==> src/rtl/spi_bridge_pkg.sv <==
`default_nettype none
// ============================================================================
//  Module      : spi_bridge_pkg
//  Description : Shared types and helpers for the SPI slave buffering bridge:
//                transfer FSM encoding, fill-mode constants, level width.
//  Revision    : 1.0 - initial release
// ============================================================================
package spi_bridge_pkg;

    // Transfer sequencing states, one per phase of a core transfer
    typedef enum logic [1:0] {
        IDLE    = 2'd0,
        LOAD    = 2'd1,
        PRESENT = 2'd2,
        ACTIVE  = 2'd3
    } bridge_state_t;

    // Underrun fill-pattern selection (fill_mode input values)
    localparam logic FILL_ZERO  = 1'b0;
    localparam logic FILL_COUNT = 1'b1;

    // Occupancy counters need one extra bit to represent a completely full FIFO
    function automatic int level_width(input int depth);
        return $clog2(depth) + 1;
    endfunction

endpackage
`default_nettype wire

==> src/rtl/sync_fifo.sv <==
`default_nettype none
// ============================================================================
//  Module      : sync_fifo
//  Description : Single-clock first-word-fall-through FIFO with occupancy
//                output. Pointers carry an extra wrap bit so full and empty
//                are distinguished without a separate counter.
//  Revision    : 1.0 - initial release
// ============================================================================
module sync_fifo
    import spi_bridge_pkg::*;
#(
    parameter int WIDTH = 8,
    parameter int DEPTH = 16
) (
    input  logic                            clk,
    input  logic                            rst_n,
    input  logic                            push,
    input  logic [WIDTH-1:0]                push_data,
    input  logic                            pop,
    output logic [WIDTH-1:0]                pop_data,
    output logic [level_width(DEPTH)-1:0]   level,
    output logic                            full,
    output logic                            empty
);

    localparam int AW = $clog2(DEPTH);
    localparam int LW = level_width(DEPTH);

    logic [AW:0]      wr_ptr;
    logic [AW:0]      rd_ptr;
    logic [WIDTH-1:0] mem [DEPTH];
    logic             do_push;
    logic             do_pop;

    // A push into a full FIFO is only legal when the head leaves this cycle
    assign do_pop   = pop & ~empty;
    assign do_push  = push & (~full | do_pop);

    assign level    = wr_ptr - rd_ptr;
    assign empty    = (wr_ptr == rd_ptr);
    assign full     = (level == LW'(DEPTH));
    assign pop_data = mem[rd_ptr[AW-1:0]];

    // Pointer advance; reset empties the FIFO
    always_ff @(posedge clk or negedge rst_n) begin
        if (!rst_n) begin
            wr_ptr <= '0;
            rd_ptr <= '0;
        end else begin
            if (do_push) wr_ptr <= wr_ptr + 1'b1;
            if (do_pop)  rd_ptr <= rd_ptr + 1'b1;
        end
    end

    // Storage array; contents are don't-care until written
    always_ff @(posedge clk) begin
        if (do_push) mem[wr_ptr[AW-1:0]] <= push_data;
    end

endmodule
`default_nettype wire

==> src/rtl/spi_slave_bridge.sv <==
`default_nettype none
// ============================================================================
//  Module      : spi_slave_bridge
//  Description : Buffering bridge beside an SPI_Slave core. TX FIFO supplies
//                the next outgoing word at each transfer start, RX FIFO
//                captures received words, an underrun fill generator covers
//                an empty TX FIFO, and sticky flags drive an interrupt.
//                Optional macro SPI_BRIDGE_STATS_EN adds xfer_count and
//                drop_count statistics outputs.
//  Revision    : 1.0 - initial release
// ============================================================================
module spi_slave_bridge
    import spi_bridge_pkg::*;
#(
    parameter int DATA_WIDTH  = 8,
    parameter int TX_DEPTH    = 16,
    parameter int RX_DEPTH    = 16,
    parameter int SYNC_STAGES = 2,
    parameter int RX_THRESH   = 1
) (
    input  logic                              clk,
    input  logic                              rst_n,
    input  logic                              core_busy,
    input  logic                              core_rx_valid,
    input  logic [DATA_WIDTH-1:0]             core_rx_data,
    output logic                              core_tx_valid,
    output logic [DATA_WIDTH-1:0]             core_tx_data,
    input  logic                              tx_wr_valid,
    input  logic [DATA_WIDTH-1:0]             tx_wr_data,
    output logic                              tx_wr_ready,
    output logic                              rx_rd_valid,
    output logic [DATA_WIDTH-1:0]             rx_rd_data,
    input  logic                              rx_rd_ready,
    input  logic                              fill_mode,
    input  logic                              clear_flags,
    output logic [level_width(TX_DEPTH)-1:0]  tx_level,
    output logic [level_width(RX_DEPTH)-1:0]  rx_level,
    output logic                              underrun,
    output logic                              overrun,
`ifdef SPI_BRIDGE_STATS_EN
    output logic [15:0]                       xfer_count,
    output logic [15:0]                       drop_count,
`endif
    output logic                              intr
);

    localparam int RX_LW = level_width(RX_DEPTH);
    localparam logic [RX_LW-1:0] RX_THRESH_LVL = RX_LW'(RX_THRESH);

    logic [SYNC_STAGES-1:0] sync_q;
    logic                   busy_q;
    logic                   busy_rise;
    logic                   busy_fall;

    bridge_state_t          state;
    logic                   fall_pending;
    logic [DATA_WIDTH-1:0]  fill_cnt;

    logic [DATA_WIDTH-1:0]  tx_head;
    logic                   tx_full;
    logic                   tx_empty;
    logic                   tx_pop;
    logic                   rx_full;
    logic                   rx_empty;
    logic                   rx_push;
    logic                   rx_pop;
    logic                   rx_drop;

    // Bring the asynchronous core busy into clk and keep one delayed copy for edges
    always_ff @(posedge clk or negedge rst_n) begin
        if (!rst_n) begin
            sync_q <= '0;
            busy_q <= 1'b0;
        end else begin
            sync_q <= {sync_q[SYNC_STAGES-2:0], core_busy};
            busy_q <= sync_q[SYNC_STAGES-1];
        end
    end

    assign busy_rise = sync_q[SYNC_STAGES-1] & ~busy_q;
    assign busy_fall = ~sync_q[SYNC_STAGES-1] & busy_q;

    // TX: writes to a full FIFO are refused even if LOAD pops in the same cycle
    assign tx_wr_ready = ~tx_full;
    assign tx_pop      = (state == LOAD) & ~tx_empty;

    sync_fifo #(
        .WIDTH (DATA_WIDTH),
        .DEPTH (TX_DEPTH)
    ) u_tx_fifo (
        .clk       (clk),
        .rst_n     (rst_n),
        .push      (tx_wr_valid & tx_wr_ready),
        .push_data (tx_wr_data),
        .pop       (tx_pop),
        .pop_data  (tx_head),
        .level     (tx_level),
        .full      (tx_full),
        .empty     (tx_empty)
    );

    // RX: a full FIFO still accepts a word when the application pops the same cycle
    assign rx_rd_valid = ~rx_empty;
    assign rx_pop      = rx_rd_valid & rx_rd_ready;
    assign rx_push     = core_rx_valid & (~rx_full | rx_pop);
    assign rx_drop     = core_rx_valid & rx_full & ~rx_pop;

    sync_fifo #(
        .WIDTH (DATA_WIDTH),
        .DEPTH (RX_DEPTH)
    ) u_rx_fifo (
        .clk       (clk),
        .rst_n     (rst_n),
        .push      (rx_push),
        .push_data (core_rx_data),
        .pop       (rx_pop),
        .pop_data  (rx_rd_data),
        .level     (rx_level),
        .full      (rx_full),
        .empty     (rx_empty)
    );

    // Transfer sequencer: load next word, present it for one cycle, wait for busy to drop
    always_ff @(posedge clk or negedge rst_n) begin
        if (!rst_n) begin
            state         <= IDLE;
            core_tx_valid <= 1'b0;
            core_tx_data  <= '0;
            fill_cnt      <= '0;
            fall_pending  <= 1'b0;
            underrun      <= 1'b0;
        end else begin
            core_tx_valid <= 1'b0;
            if (clear_flags) underrun <= 1'b0;
            case (state)
                IDLE: begin
                    fall_pending <= 1'b0;
                    if (busy_rise) state <= LOAD;
                end
                LOAD: begin
                    if (!tx_empty) begin
                        core_tx_data <= tx_head;
                    end else begin
                        // Underrun set overrides a coincident clear
                        core_tx_data <= (fill_mode == FILL_COUNT) ? fill_cnt : '0;
                        fill_cnt     <= fill_cnt + DATA_WIDTH'(1);
                        underrun     <= 1'b1;
                    end
                    core_tx_valid <= 1'b1;
                    if (busy_fall) fall_pending <= 1'b1;
                    state <= PRESENT;
                end
                PRESENT: begin
                    if (busy_fall) fall_pending <= 1'b1;
                    state <= ACTIVE;
                end
                ACTIVE: begin
                    if (busy_fall || fall_pending) begin
                        fall_pending <= 1'b0;
                        state        <= IDLE;
                    end
                end
                default: state <= IDLE;
            endcase
        end
    end

    // Sticky overrun and the registered interrupt (lags its sources by one cycle)
    always_ff @(posedge clk or negedge rst_n) begin
        if (!rst_n) begin
            overrun <= 1'b0;
            intr    <= 1'b0;
        end else begin
            if (rx_drop)          overrun <= 1'b1;
            else if (clear_flags) overrun <= 1'b0;
            intr <= (rx_level >= RX_THRESH_LVL) | overrun | underrun;
        end
    end

`ifdef SPI_BRIDGE_STATS_EN
    // Transfer counter wraps, drop counter saturates; both cleared with the flags
    always_ff @(posedge clk or negedge rst_n) begin
        if (!rst_n) begin
            xfer_count <= '0;
            drop_count <= '0;
        end else if (clear_flags) begin
            xfer_count <= '0;
            drop_count <= '0;
        end else begin
            if (busy_rise) xfer_count <= xfer_count + 16'd1;
            if (rx_drop && (drop_count != 16'hFFFF)) drop_count <= drop_count + 16'd1;
        end
    end
`endif

endmodule
`default_nettype wire

==> config.mk <==
export PLATFORM = sky130hd
export DESIGN_NAME = spi_slave_bridge
export DESIGN_NICKNAME = d
export VERILOG_FILES = /design/src/rtl/spi_bridge_pkg.sv /design/src/rtl/sync_fifo.sv /design/src/rtl/spi_slave_bridge.sv
export SDC_FILE = /design/constraint.sdc
export NUM_CORES = 1
export LEC_CHECK = 0
export ABC_AREA = 1
export ABC_CLOCK_PERIOD_IN_PS = 6400
export CAP_MARGIN = 25
export CORE_MARGIN = 5
export CORE_UTILIZATION = 55
export DETAILED_ROUTE_END_ITERATION = 12
export HOLD_SLACK_MARGIN = 0.02
export PLACE_DENSITY = 0.73
export SYNTH_ARGS = -nofsm -noshare
export SYNTH_HDL_FRONTEND = slang
export SYNTH_SLANG_ARGS = --single-unit
==> constraint.sdc <==
create_clock -name clk -period 6.4 [get_ports clk]
set_input_delay 1.92 -clock clk [delete_from_list [all_inputs] [get_ports clk]]
set_output_delay 1.92 -clock clk [all_outputs]
set_load 0.01 [all_outputs]
==> results of run 1 <==
==> where the power goes <==
part | total [µW] | switching (µW) | internal [µW] | leakage (µW)
registers | 2580 | 168 | 2410 | 0.00289
logic | 2770 | 1760 | 1020 | 0.00217
clock network | 1720 | 716 | 1000 | 0.000472
==> worst max path at each step <==
stage / to / slack (ns) / cells past startpoint
CTS: rx_level[4] / 1.23 / 10
global route: tx_wr_ready / 1.08 / 10
detailed placement: rx_level[4] / 1.83 / 10
floorplan: tx_wr_ready / 2.59 / 11
finish: rx_level[4] / 1.25 / 10
global placement: rx_level[4] / 1.86 / 10
==> stage by stage <==
stage / setup slack (ns) / cells / total power, µW / hold WS (ns) / area, µm²
after CTS: 1.23 / 1558 / 7090 / 0.354 / 14800
final: 1.25 / 1558 / 7070 / 0.353 / 14800
after detailed placement: 1.83 / 1502 / 5370 / 0.340 / 13800
after global placement: 1.86 / 1502 / 5310 / 0.341 / 13800
after floorplan: 2.59 / 1172 / 4400 / 0.331 / 13000
after global routing: 1.08 / 1558 / 7520 / 0.371 / 14800
==> layout make-up <==
class,count,area [µm²],area share (%)
well taps,319,399,2.70
multi-input cells,744,3660,24.8
inverters,74,278,1.88
clock buffers,41,843,5.71
flip-flops and latches,302,8840,59.9
repair buffers,63,606,4.10
clock inverters,15,128,0.865
==> kinds of logic (layout without fill, tap and decap cells) <==
kind of cell             after synthesis  count (layout)  share of synthesized area, %
AND/OR/NAND/NOR                      508             508                          15.8
flip-flops                           302             302                          67.9
AO/OA/AOI/OAI                        185             185                          8.03
buffers and inverters                126             193                          4.01
adder cells (fa/ha/maj)               26              26                          2.61
XOR/XNOR                              25              25                          1.68
==> flip-flops by register name, summed over array words and instances, names as in the netlist, 5 cells and up <==
name              flops
u_rx_fifo.mem       128
u_tx_fifo.mem       128
core_tx_data          8
fill_cnt              8
u_rx_fifo.rd_ptr      5
u_rx_fifo.wr_ptr      5
u_tx_fifo.rd_ptr      5
u_tx_fifo.wr_ptr      5
==> worst max-delay path, stage by stage, from the launching register on <==
cell and delay [ns]:
sky130_fd_sc_hd__dfrtp_2 0.36, sky130_fd_sc_hd__buf_4 0.55, sky130_fd_sc_hd__ha_1 0.25, sky130_fd_sc_hd__inv_1 0.07
sky130_fd_sc_hd__fa_1 0.45, sky130_fd_sc_hd__nand3_1 0.13, sky130_fd_sc_hd__nand2_1 0.06, sky130_fd_sc_hd__nand2_1 0.06
sky130_fd_sc_hd__nand2_1 0.11, sky130_fd_sc_hd__inv_1 0.09, sky130_fd_sc_hd__clkdlybuf4s50_1 0.53
==> synthesized netlist by cell type (5+ instances only) <==
library cell               count  area share [%]
sky130_fd_sc_hd__nor2_1      204             5.9
sky130_fd_sc_hd__dfrtp_1      46             8.8
sky130_fd_sc_hd__nand2_2       5            0.24
sky130_fd_sc_hd__clkbuf_1     30            0.86
sky130_fd_sc_hd__o211ai_1     32             1.8
sky130_fd_sc_hd__xor2_1       19             1.3
sky130_fd_sc_hd__o21ai_0     120             4.6
sky130_fd_sc_hd__inv_1        67             1.9
sky130_fd_sc_hd__nand3_1      61             2.3
sky130_fd_sc_hd__o22ai_1      16            0.77
sky130_fd_sc_hd__xnor2_1       6            0.40
sky130_fd_sc_hd__a21oi_1       6            0.23
sky130_fd_sc_hd__buf_2        12            0.46
sky130_fd_sc_hd__edfxtp_1    256              59
sky130_fd_sc_hd__buf_4         6            0.35
sky130_fd_sc_hd__nand2_1     222             6.4
sky130_fd_sc_hd__ha_1         24             2.3
sky130_fd_sc_hd__a21boi_0      8            0.46
==> metal layers <==
| layer | vias to the layer above | routed length, µm | global-route usage [%] |
|---|---|---|---|
| met4 | 0 | 448 | 4.57 |
| met1 | 4184 | 12300 | 31.4 |
| met5 | - | 0 | 0 |
| li1 | 4094 | - | - |
| met2 | 296 | 12800 | 32.2 |
| met3 | 40 | 2050 | 3.69 |
==> results.txt, run 1 <==
----------------------------------------------------
[Detailed routing]
  Ratio of routed vias to standard cells ... between 5 and 6
  Routed wire length ... 27600 µm
  Average routed wire per standard cell ... 17.7 µm
  Initial DRC Count ... 799
  Residual antenna-violating net count after detailed routing ... 0
  Count of vias placed by the detailed router ... 8614
  Length of the first detailed-routing pass in iterations ... 5
  DRC errors left ... 0

[Finish]
  # diodes ... 0
  Final-stage net count ... 1265
  Share of layout cells above drive strength 1 ... 5.73%
  Fraction of the core area covered by cells at the end of the flow ... 63.1%
  Most frequent cells in the layout ... sky130_fd_sc_hd__edfxtp_1, sky130_fd_sc_hd__nand2_1, sky130_fd_sc_hd__nor2_1, sky130_fd_sc_hd__o21ai_0, sky130_fd_sc_hd__inv_1
  Layout area overhead ... 13.3%
  Fillcell total ... roughly 1800
  Leading cell type in the layout, fill and taps excluded ... sky130_fd_sc_hd__edfxtp_1

[Global routing]
  Total routing usage reported by global routing ... between 20% and 30%
  Total overflow reported by the global router ... 0
  Number of global-route vias before repair ... around 8500
  Antenna violations before repair ... 0
  Maximum number of pins on one net before global-route repair ... 84
  Global-route wire length before repair ... 44500 µm

[Hold path]
  Worst hold path type ... reg2reg
  Hold Crit Start ... sync_q[0]
  Worst min-delay path endpoint ... sync_q[1]
  Hold Path Cell Cnt ... 0

[STA]
  Actual transition at the worst max-transition pin ... approximately 0.94 ns
  Worst slew margin relative to its limit ... between 30 and 40%
  Final worst path period share ... 80.4%
  Crit path time final ... 5.15 ns
  Sum of negative setup slack ... 0 ns
  Setup Skew ... 0.0212 ns
  Count of final max-slew check failures ... 0
  Achievable Freq ... 194 MHz
  Unrepaired setup endpoints after global routing ... false
  Number of setup violations in the final report ... 0
  Final hold violation count ... 0

[Power]
  Worst-case vdd ir drop ... around 540 µV
  Power per cell area ... 479 nW/µm²
  Leakage ... 0.00553 µW

[Floorplan]
  Horizontal extent of the die ... 164 µm
  Total die area ... roughly 27000 µm²
  Floorplan Core Area ... 23400 µm²
  Vert. Die Dim ... 164 µm
  Std-Cell Rows ... 56
  Boundary pin count ... 56
  Starting density of the core ... between 50% and 60%

[CTS]
  CTS root buffer ... sky130_fd_sc_hd__clkbuf_16
  CTS tree ... built
  Count of instances resized after the clock tree is built ... 0
  Cts bufs inserted ... 30
  Cts hold-fix bufs ... 0
  Total number of H-tree levels ... 1
  Count of buffers added by post-CTS timing repair for setup ... 0
  Number of sinks handled by clock tree synthesis ... 302
  Reg clk slew, reported paths ... about 0.06 ns
  Number of buffers on the longest clock path ... 3
  Insertion delay of the later-clocked pin in the worst-skew pair ... 0.55 ns

[Synthesis]
  Number of distinct library cells after synthesis ... 32
  Number of instances in the synthesized netlist ... 1172
  Synth Area per Inst ... around 11 µm²
  Fraction of the yosys area taken by sequential cells ... 67.9%
  Number of synthesized flops with an enable pin ... 256
  Nets in the synthesized netlist ... 1222
  Synthesized flop and latch total ... 302
  Mapped cell area ... 13000 µm²
  Syn. warnings ... 0
  Proportion of synthesized flip-flops having asynchronous set or reset ... 15.2%
  Ys flop type ... sky130_fd_sc_hd__edfxtp_1

[Placed design]
  Count of input and output buffers ... 55
  Half-perimeter wire length after placement ... 17300 µm
  Final estimated routing congestion in global placement ... 0.834

[Worst setup path]
  Startpoint kind of the worst setup timing path ... flop
  CP Launch Point ... u_rx_fifo.rd_ptr[0]
  Crit Reg-Reg Startpoint ... u_rx_fifo.rd_ptr[0]
  Type of the setup path with the least slack ... reg2out
  Arrival time of the worst setup path ... 3.23 ns
  Reg2reg setup slack ... 2.86 ns
  Crit end category ... output pin
  Worst flop-to-flop path endpoint ... u_rx_fifo.mem[15][6]
  Register-to-Register Path Depth ... 11
  Crit path required time ... 4.48 ns
  Peak fanout along the critical path ... between 60 and 70

[Flow run]
  Max-cap violation count ... 0

[Run status]
  Run status ... finished, final reports clean

----------------------------------------------------
Power figures use the tool's default switching activity.
==> inputs of run 2 (changes only) <==
--- a/config.mk
+++ b/config.mk
@@ -6,7 +6,7 @@
 export NUM_CORES = 1
 export LEC_CHECK = 0
 export ABC_AREA = 1
-export ABC_CLOCK_PERIOD_IN_PS = 6400
+export ABC_CLOCK_PERIOD_IN_PS = 5300
 export CAP_MARGIN = 25
 export CORE_MARGIN = 5
 export CORE_UTILIZATION = 55
==> constraint.sdc (replaced) <==
create_clock -name clk -period 5.3 [get_ports clk]
set_input_delay 1.59 -clock clk [delete_from_list [all_inputs] [get_ports clk]]
set_output_delay 1.59 -clock clk [all_outputs]
set_load 0.01 [all_outputs]
==> results.txt, run 2 (same netlist as run 1, synthesis figures left out) <==
----------------------------------------------------
[Run status]
  Run status ... finished, final reports clean

[Worst setup path]
  Critical-path cell list ... inv_1 -> ha_1 -> inv_1 -> o21ai_0 -> nand3_1 -> nand2_1 -> inv_1 -> nand3_1 -> clkdlybuf4s50_1
  Worst path most repeated cell ... sky130_fd_sc_hd__inv_1
  Peak fanout along the critical path ... 11 (-84%)
  Startpoint kind of the worst setup timing path ... flop
  Arrival time of the worst setup path ... 3.13 ns (-0.10 ns)
  Crit end category ... output pin
  Top cell family by delay on the critical path ... buffers and inverters
  Buf/Inv on CP ... 4 (unchanged)
  Crit path required time ... 3.71 ns (-0.77 ns)
  CP max stage cell ... sky130_fd_sc_hd__clkdlybuf4s50_1
  Type of the setup path with the least slack ... reg2out
  Stage delay of the slowest cell on the critical path ... 0.59 ns (+0.04 ns)

[Detailed routing]
  DRC errors left ... 0 (unchanged)
  Average routed wire per standard cell ... 18.3 µm (+3.2%)
  Length of the first detailed-routing pass in iterations ... 6 (+1)
  Count of vias placed by the detailed router ... 8642 (+0.33%)
  Routed wire length ... 28400 µm (+3.1%)
  Initial DRC Count ... 952 (+19%)
  Ratio of routed vias to standard cells ... 5.55 (+0.39%)
  Residual antenna-violating net count after detailed routing ... 0 (unchanged)

[Placed design]
  Count of input and output buffers ... 55 (unchanged)
  Final estimated routing congestion in global placement ... 0.882 (+5.8%)
  Half-perimeter wire length after placement ... 17900 µm (+4.0%)

[CTS]
  Cts bufs inserted ... 29 (-3.3%)
  Insertion delay of the later-clocked pin in the worst-skew pair ... 0.55 ns (about the same)
  Count of buffers added by post-CTS timing repair for setup ... 0 (unchanged)
  CTS tree ... built
  Total number of H-tree levels ... 1 (unchanged)
  Number of buffers on the longest clock path ... 3 (unchanged)
  Count of instances resized after the clock tree is built ... 0 (unchanged)
  CTS root buffer ... sky130_fd_sc_hd__clkbuf_16
  Reg clk slew, reported paths ... 0.06 ns (about the same)
  Cts hold-fix bufs ... 0 (unchanged)
  Number of sinks handled by clock tree synthesis ... 302 (unchanged)

[Power]
  Power consumption ... 8500 µW (+20%)
  Leakage ... 0.00552 µW (-0.14%)
  Power per cell area ... 577 nW/µm² (+20%)
  Worst-case vdd ir drop ... 575 µV (+5.7%)

[Floorplan]
  Vert. Die Dim ... 164 µm (unchanged)
  Horizontal extent of the die ... 164 µm (unchanged)
  Total die area ... 26900 µm² (unchanged)
  Std-Cell Rows ... 56 (unchanged)
  Floorplan Core Area ... 23400 µm² (unchanged)
  Boundary pin count ... 56 (unchanged)
  Starting density of the core ... 55.7% (unchanged)

[Global routing]
  Maximum number of pins on one net before global-route repair ... 82 (-2.4%)
  Global-route wire length before repair ... 45400 µm (+2.0%)
  Antenna violations before repair ... 0 (unchanged)
  Total routing usage reported by global routing ... 21.5% (+0.63 points)
  Number of global-route vias before repair ... 8546 (+0.71%)
  Total overflow reported by the global router ... 0 (unchanged)

[Finish]
  Fraction of the core area covered by cells at the end of the flow ... 63.0% (-0.080 points)
  Final-stage net count ... 1265 (unchanged)
  Fillcell total ... 1836 (-0.27%)
  Most frequent cells in the layout ... sky130_fd_sc_hd__edfxtp_1, sky130_fd_sc_hd__nand2_1, sky130_fd_sc_hd__nor2_1, sky130_fd_sc_hd__o21ai_0, sky130_fd_sc_hd__inv_1
  Leading cell type in the layout, fill and taps excluded ... sky130_fd_sc_hd__edfxtp_1
  # diodes ... 0 (unchanged)
  Layout area overhead ... 13.2%
  Share of layout cells above drive strength 1 ... 5.74% (about the same)

[STA]
  Final hold violation count ... 0 (unchanged)
  Worst slew margin relative to its limit ... 37.6% (+0.51 points)
  Number of setup violations in the final report ... 0 (unchanged)
  Count of final max-slew check failures ... 0 (unchanged)
  Crit path time final ... 4.72 ns
  Unrepaired setup endpoints after global routing ... false
  Actual transition at the worst max-transition pin ... 0.933 ns (-0.00763 ns)
  Sum of negative setup slack ... 0 ns (unchanged)
  Achievable Freq ... 212 MHz
  Setup Skew ... 0.0150 ns (-0.00625 ns)
  Final worst path period share ... 89.1%

[Hold path]
  Worst hold path type ... reg2reg

[Flow run]
  Max-cap violation count ... 0 (unchanged)

----------------------------------------------------
-- run 2: changes by cell type in the layout (fill, tap and decap cells not counted) --
cell                         change
sky130_fd_sc_hd__bufinv_16       +1
sky130_fd_sc_hd__buf_4           -1
sky130_fd_sc_hd__clkinvlp_2      +2
sky130_fd_sc_hd__clkinv_4        +1
sky130_fd_sc_hd__clkinv_1        +1
sky130_fd_sc_hd__clkinvlp_4      -2
sky130_fd_sc_hd__clkbuf_16       -2
sky130_fd_sc_hd__buf_12          +2
sky130_fd_sc_hd__clkbuf_8        -3
sky130_fd_sc_hd__clkbuf_1        -2
sky130_fd_sc_hd__clkinv_2        +2
-- run 2: power breakdown --
group | switching, µW | total (µW) | internal [µW] | leakage, µW
Sequential | 195 | 3110 | 2910 | 0.00289
Combinational | 2150 | 3390 | 1240 | 0.00218
Clock | 855 | 2000 | 1150 | 0.000451
-- run 2: stage by stage --
stage	hold slack (ns)	worst slack, ns	instance area (µm²)	instances
finish	0.351	0.576	14700	1557
global route	0.352	0.312	14700	1557
CTS	0.351	0.615	14700	1557
detailed placement	0.337	1.19	13800	1503
global placement	0.336	1.30	13800	1502
floorplan	0.331	1.82	13000	1172
-- run 2: final cells by class --
| type | count | area, µm² | share of cell area (%) |
|---|---|---|---|
| multi-input combinational | 744 | 3660 | 24.9 |
| clock buffer | 34 | 744 | 5.05 |
| sequential | 302 | 8840 | 60.0 |
| inverter | 74 | 278 | 1.88 |
| tap | 319 | 399 | 2.71 |
| timing repair buffer | 64 | 638 | 4.33 |
| clock inverter | 20 | 175 | 1.19 |
-- run 2: path summary, 6_finish.rpt --
check | start | end | slack, ns | cells past startpoint
max | u_tx_fifo.rd_ptr[2] | tx_wr_ready | 0.58 | 9
min | sync_q[0] | sync_q[1] | 0.35 | 0
max reg2reg | u_rx_fifo.rd_ptr[1] | u_rx_fifo.mem[0][7] | 2.14 | 11
min reg2reg | sync_q[0] | sync_q[1] | 0.35 | 0
max in group asynchronous | rst_n | u_tx_fifo.rd_ptr[0] | 3.83 | 2
min in group asynchronous | rst_n | state[0] | 0.95 | 1
-- run 2: per-layer routing --
metal  wire length, µm  track usage, %
met1             12300            30.5
met2             13400            34.6
met3              2260            4.59
met4               479            4.88
met5                 0               0
==> variant: new RTL, settings of run 2 <==
Change the parameter `SYNC_STAGES` from 2 to 4.
--- a/src/rtl/spi_slave_bridge.sv
+++ b/src/rtl/spi_slave_bridge.sv
@@ -15,7 +15,7 @@
     parameter int DATA_WIDTH  = 8,
     parameter int TX_DEPTH    = 16,
     parameter int RX_DEPTH    = 16,
-    parameter int SYNC_STAGES = 2,
+    parameter int SYNC_STAGES = 4,
     parameter int RX_THRESH   = 1
 ) (
     input  logic                              clk,
Check against the original RTL: not equivalent (a bounded check fails within 10 cycles, from zero or initial values and one cycle with rst_n low).
==> variant against run 2 <==
Sequential cell count rose by 2. Total power rose by 0.40%. Die area rose by 0.43%. Clock power rose by 4%. Critical path type unchanged. Area after synthesis rose by 0.45%. Synthesized cell count rose by 0.60%. Design area rose by 0.65%. Worst hold slack improved by 0.00093 ns. First-iteration DRC count fell by 2.5%. Core utilization rose by 0.22 points. Worst setup slack improved by 0.080 ns. Routed wire length fell by 1.7%.
==> variant: results (changes against run 2) <==
run status finished, final reports clean (unchanged); Placed Cells 1510 (was 1503); relative slew slack 0.3194 (was 0.3758); Total GRT Usage 0.2087 (was 0.2148); vias in the first global route 8426 (was 8546); detail-routed via count per cell 5.503 (was 5.550); compound-cell area share of the yosys netlist 0.08053 (was 0.08032); critical path's largest stage delay 0.61 ns (was 0.59 ns); number of optimization iterations in the first detailed-route pass 5 (was 6); most frequent cells after synthesis edfxtp_1 (256), nand2_1 (219), nor2_1 (215), o21ai_0 (121), inv_1 (67) (was edfxtp_1 (256), nand2_1 (222), nor2_1 (204), o21ai_0 (120), inv_1 (67)); iteration-0 DRC count of the detailed router 928 (was 952); total number of nets in the final design 1273 (was 1265); Cell variety after synth 33 (was 32); sequential area share after synthesis 0.6794 (was 0.6786); DP Area 0.01386 sq mm (was 0.01382 sq mm); final instance count without filler cells 1564 (was 1557); cell with the largest stage delay on the worst path dfrtp_1 (was clkdlybuf4s50_1); fraction of layout instances using a drive strength above 1 0.06426 (was 0.05735); total routed wirelength 27.93 mm (was 28.43 mm); HPWL Detailed 17.35 mm (was 17.94 mm); adder-cell area share of the yosys netlist 0.02601 (was 0.02613); top fanout value on the critical path 12 (was 11); cell types occupying the most area after synthesis edfxtp_1 (59%), dfrtp_1 (9.2%), nand2_1 (6.3%) (was edfxtp_1 (59%), dfrtp_1 (8.8%), nand2_1 (6.4%)); setup skew after layout 0.01289 ns (was 0.01498 ns); average cell area after synthesis 11.10 sq um (was 11.11 sq um); IR Drop Worst-Case VDD 0.5766 mV (was 0.5751 mV)
## variant: cell count changes in the layout (fill, tap and decap cells not counted), sizes merged, moves of 2 or more
cell           run 2  this run
dfrtp             46        48
nand2            231       228
nand3             61        55
nor2             207       220
o211ai            32        30
o21ai            123       128
xor2              19        16
## variant: metrics by stage
step                hold slack (ns)  worst slack [ns]
floorplan                    0.3312             1.935
global placement             0.3354             1.277
detailed placement           0.3440             1.226
CTS                          0.3482            0.6391
global route                 0.3570            0.4196
finish                       0.3522            0.6553
## variant: report_power, final
part | total (mW) | internal, mW | switching, mW | leakage, nW
clock network | 2.08 | 1.22 | 0.863 | 0.490
registers | 3.14 | 2.93 | 0.213 | 2.91
logic | 3.31 | 1.23 | 2.08 | 2.17
total | 8.54 | 5.38 | 3.16 | 5.57
## variant: path summary, 6_finish.rpt
check	start	to	slack, ns	depth (start not counted)
min in group asynchronous	rst_n	core_tx_data[7]$_DFFE_PN0P_	1.01	1
setup reg to reg	u_rx_fifo.rd_ptr[0]$_DFFE_PN0P_	u_rx_fifo.mem[10][4]$_DFFE_PP_	2.00	10
hold reg to reg	sync_q[0]$_DFF_PN0_	sync_q[1]$_DFF_PN0_	0.35	0
hold / removal	sync_q[0]$_DFF_PN0_	sync_q[1]$_DFF_PN0_	0.35	0
max in group asynchronous	rst_n	u_rx_fifo.rd_ptr[0]$_DFFE_PN0P_	3.51	2
setup / recovery	u_tx_fifo.rd_ptr[2]$_DFFE_PN0P_	tx_wr_ready	0.66	7
## variant: per-layer routing
layer | global-route usage | vias up | wire length [microns]
met2 | 0.3576 | 291 | 13920
met1 | 0.2731 | 4141 | 11460
li1 | - | 4116 | -
met4 | 0.07968 | 0 | 1002
met5 | 0 | - | 0
met3 | 0.02735 | 58 | 1550
## variant: kinds of logic after synthesis
logic type | count (synthesis)
and+or+nand+nor | 512
DFF | 304
AOI/OAI and AO/OA | 188
buffers and inverters | 126
adders and majority gates | 26
xor gates and xnor gates | 23
## variant: final cells by class
type                    count  area, sq um
fillers                  1797         8637
repair buffers             65        620.6
inverters                  73        274.0
clock inverters            20        181.4
multi-input cells         749         3672
well taps                 319        399.1
flip-flops and latches    304         8891
clock buffers              34        797.0
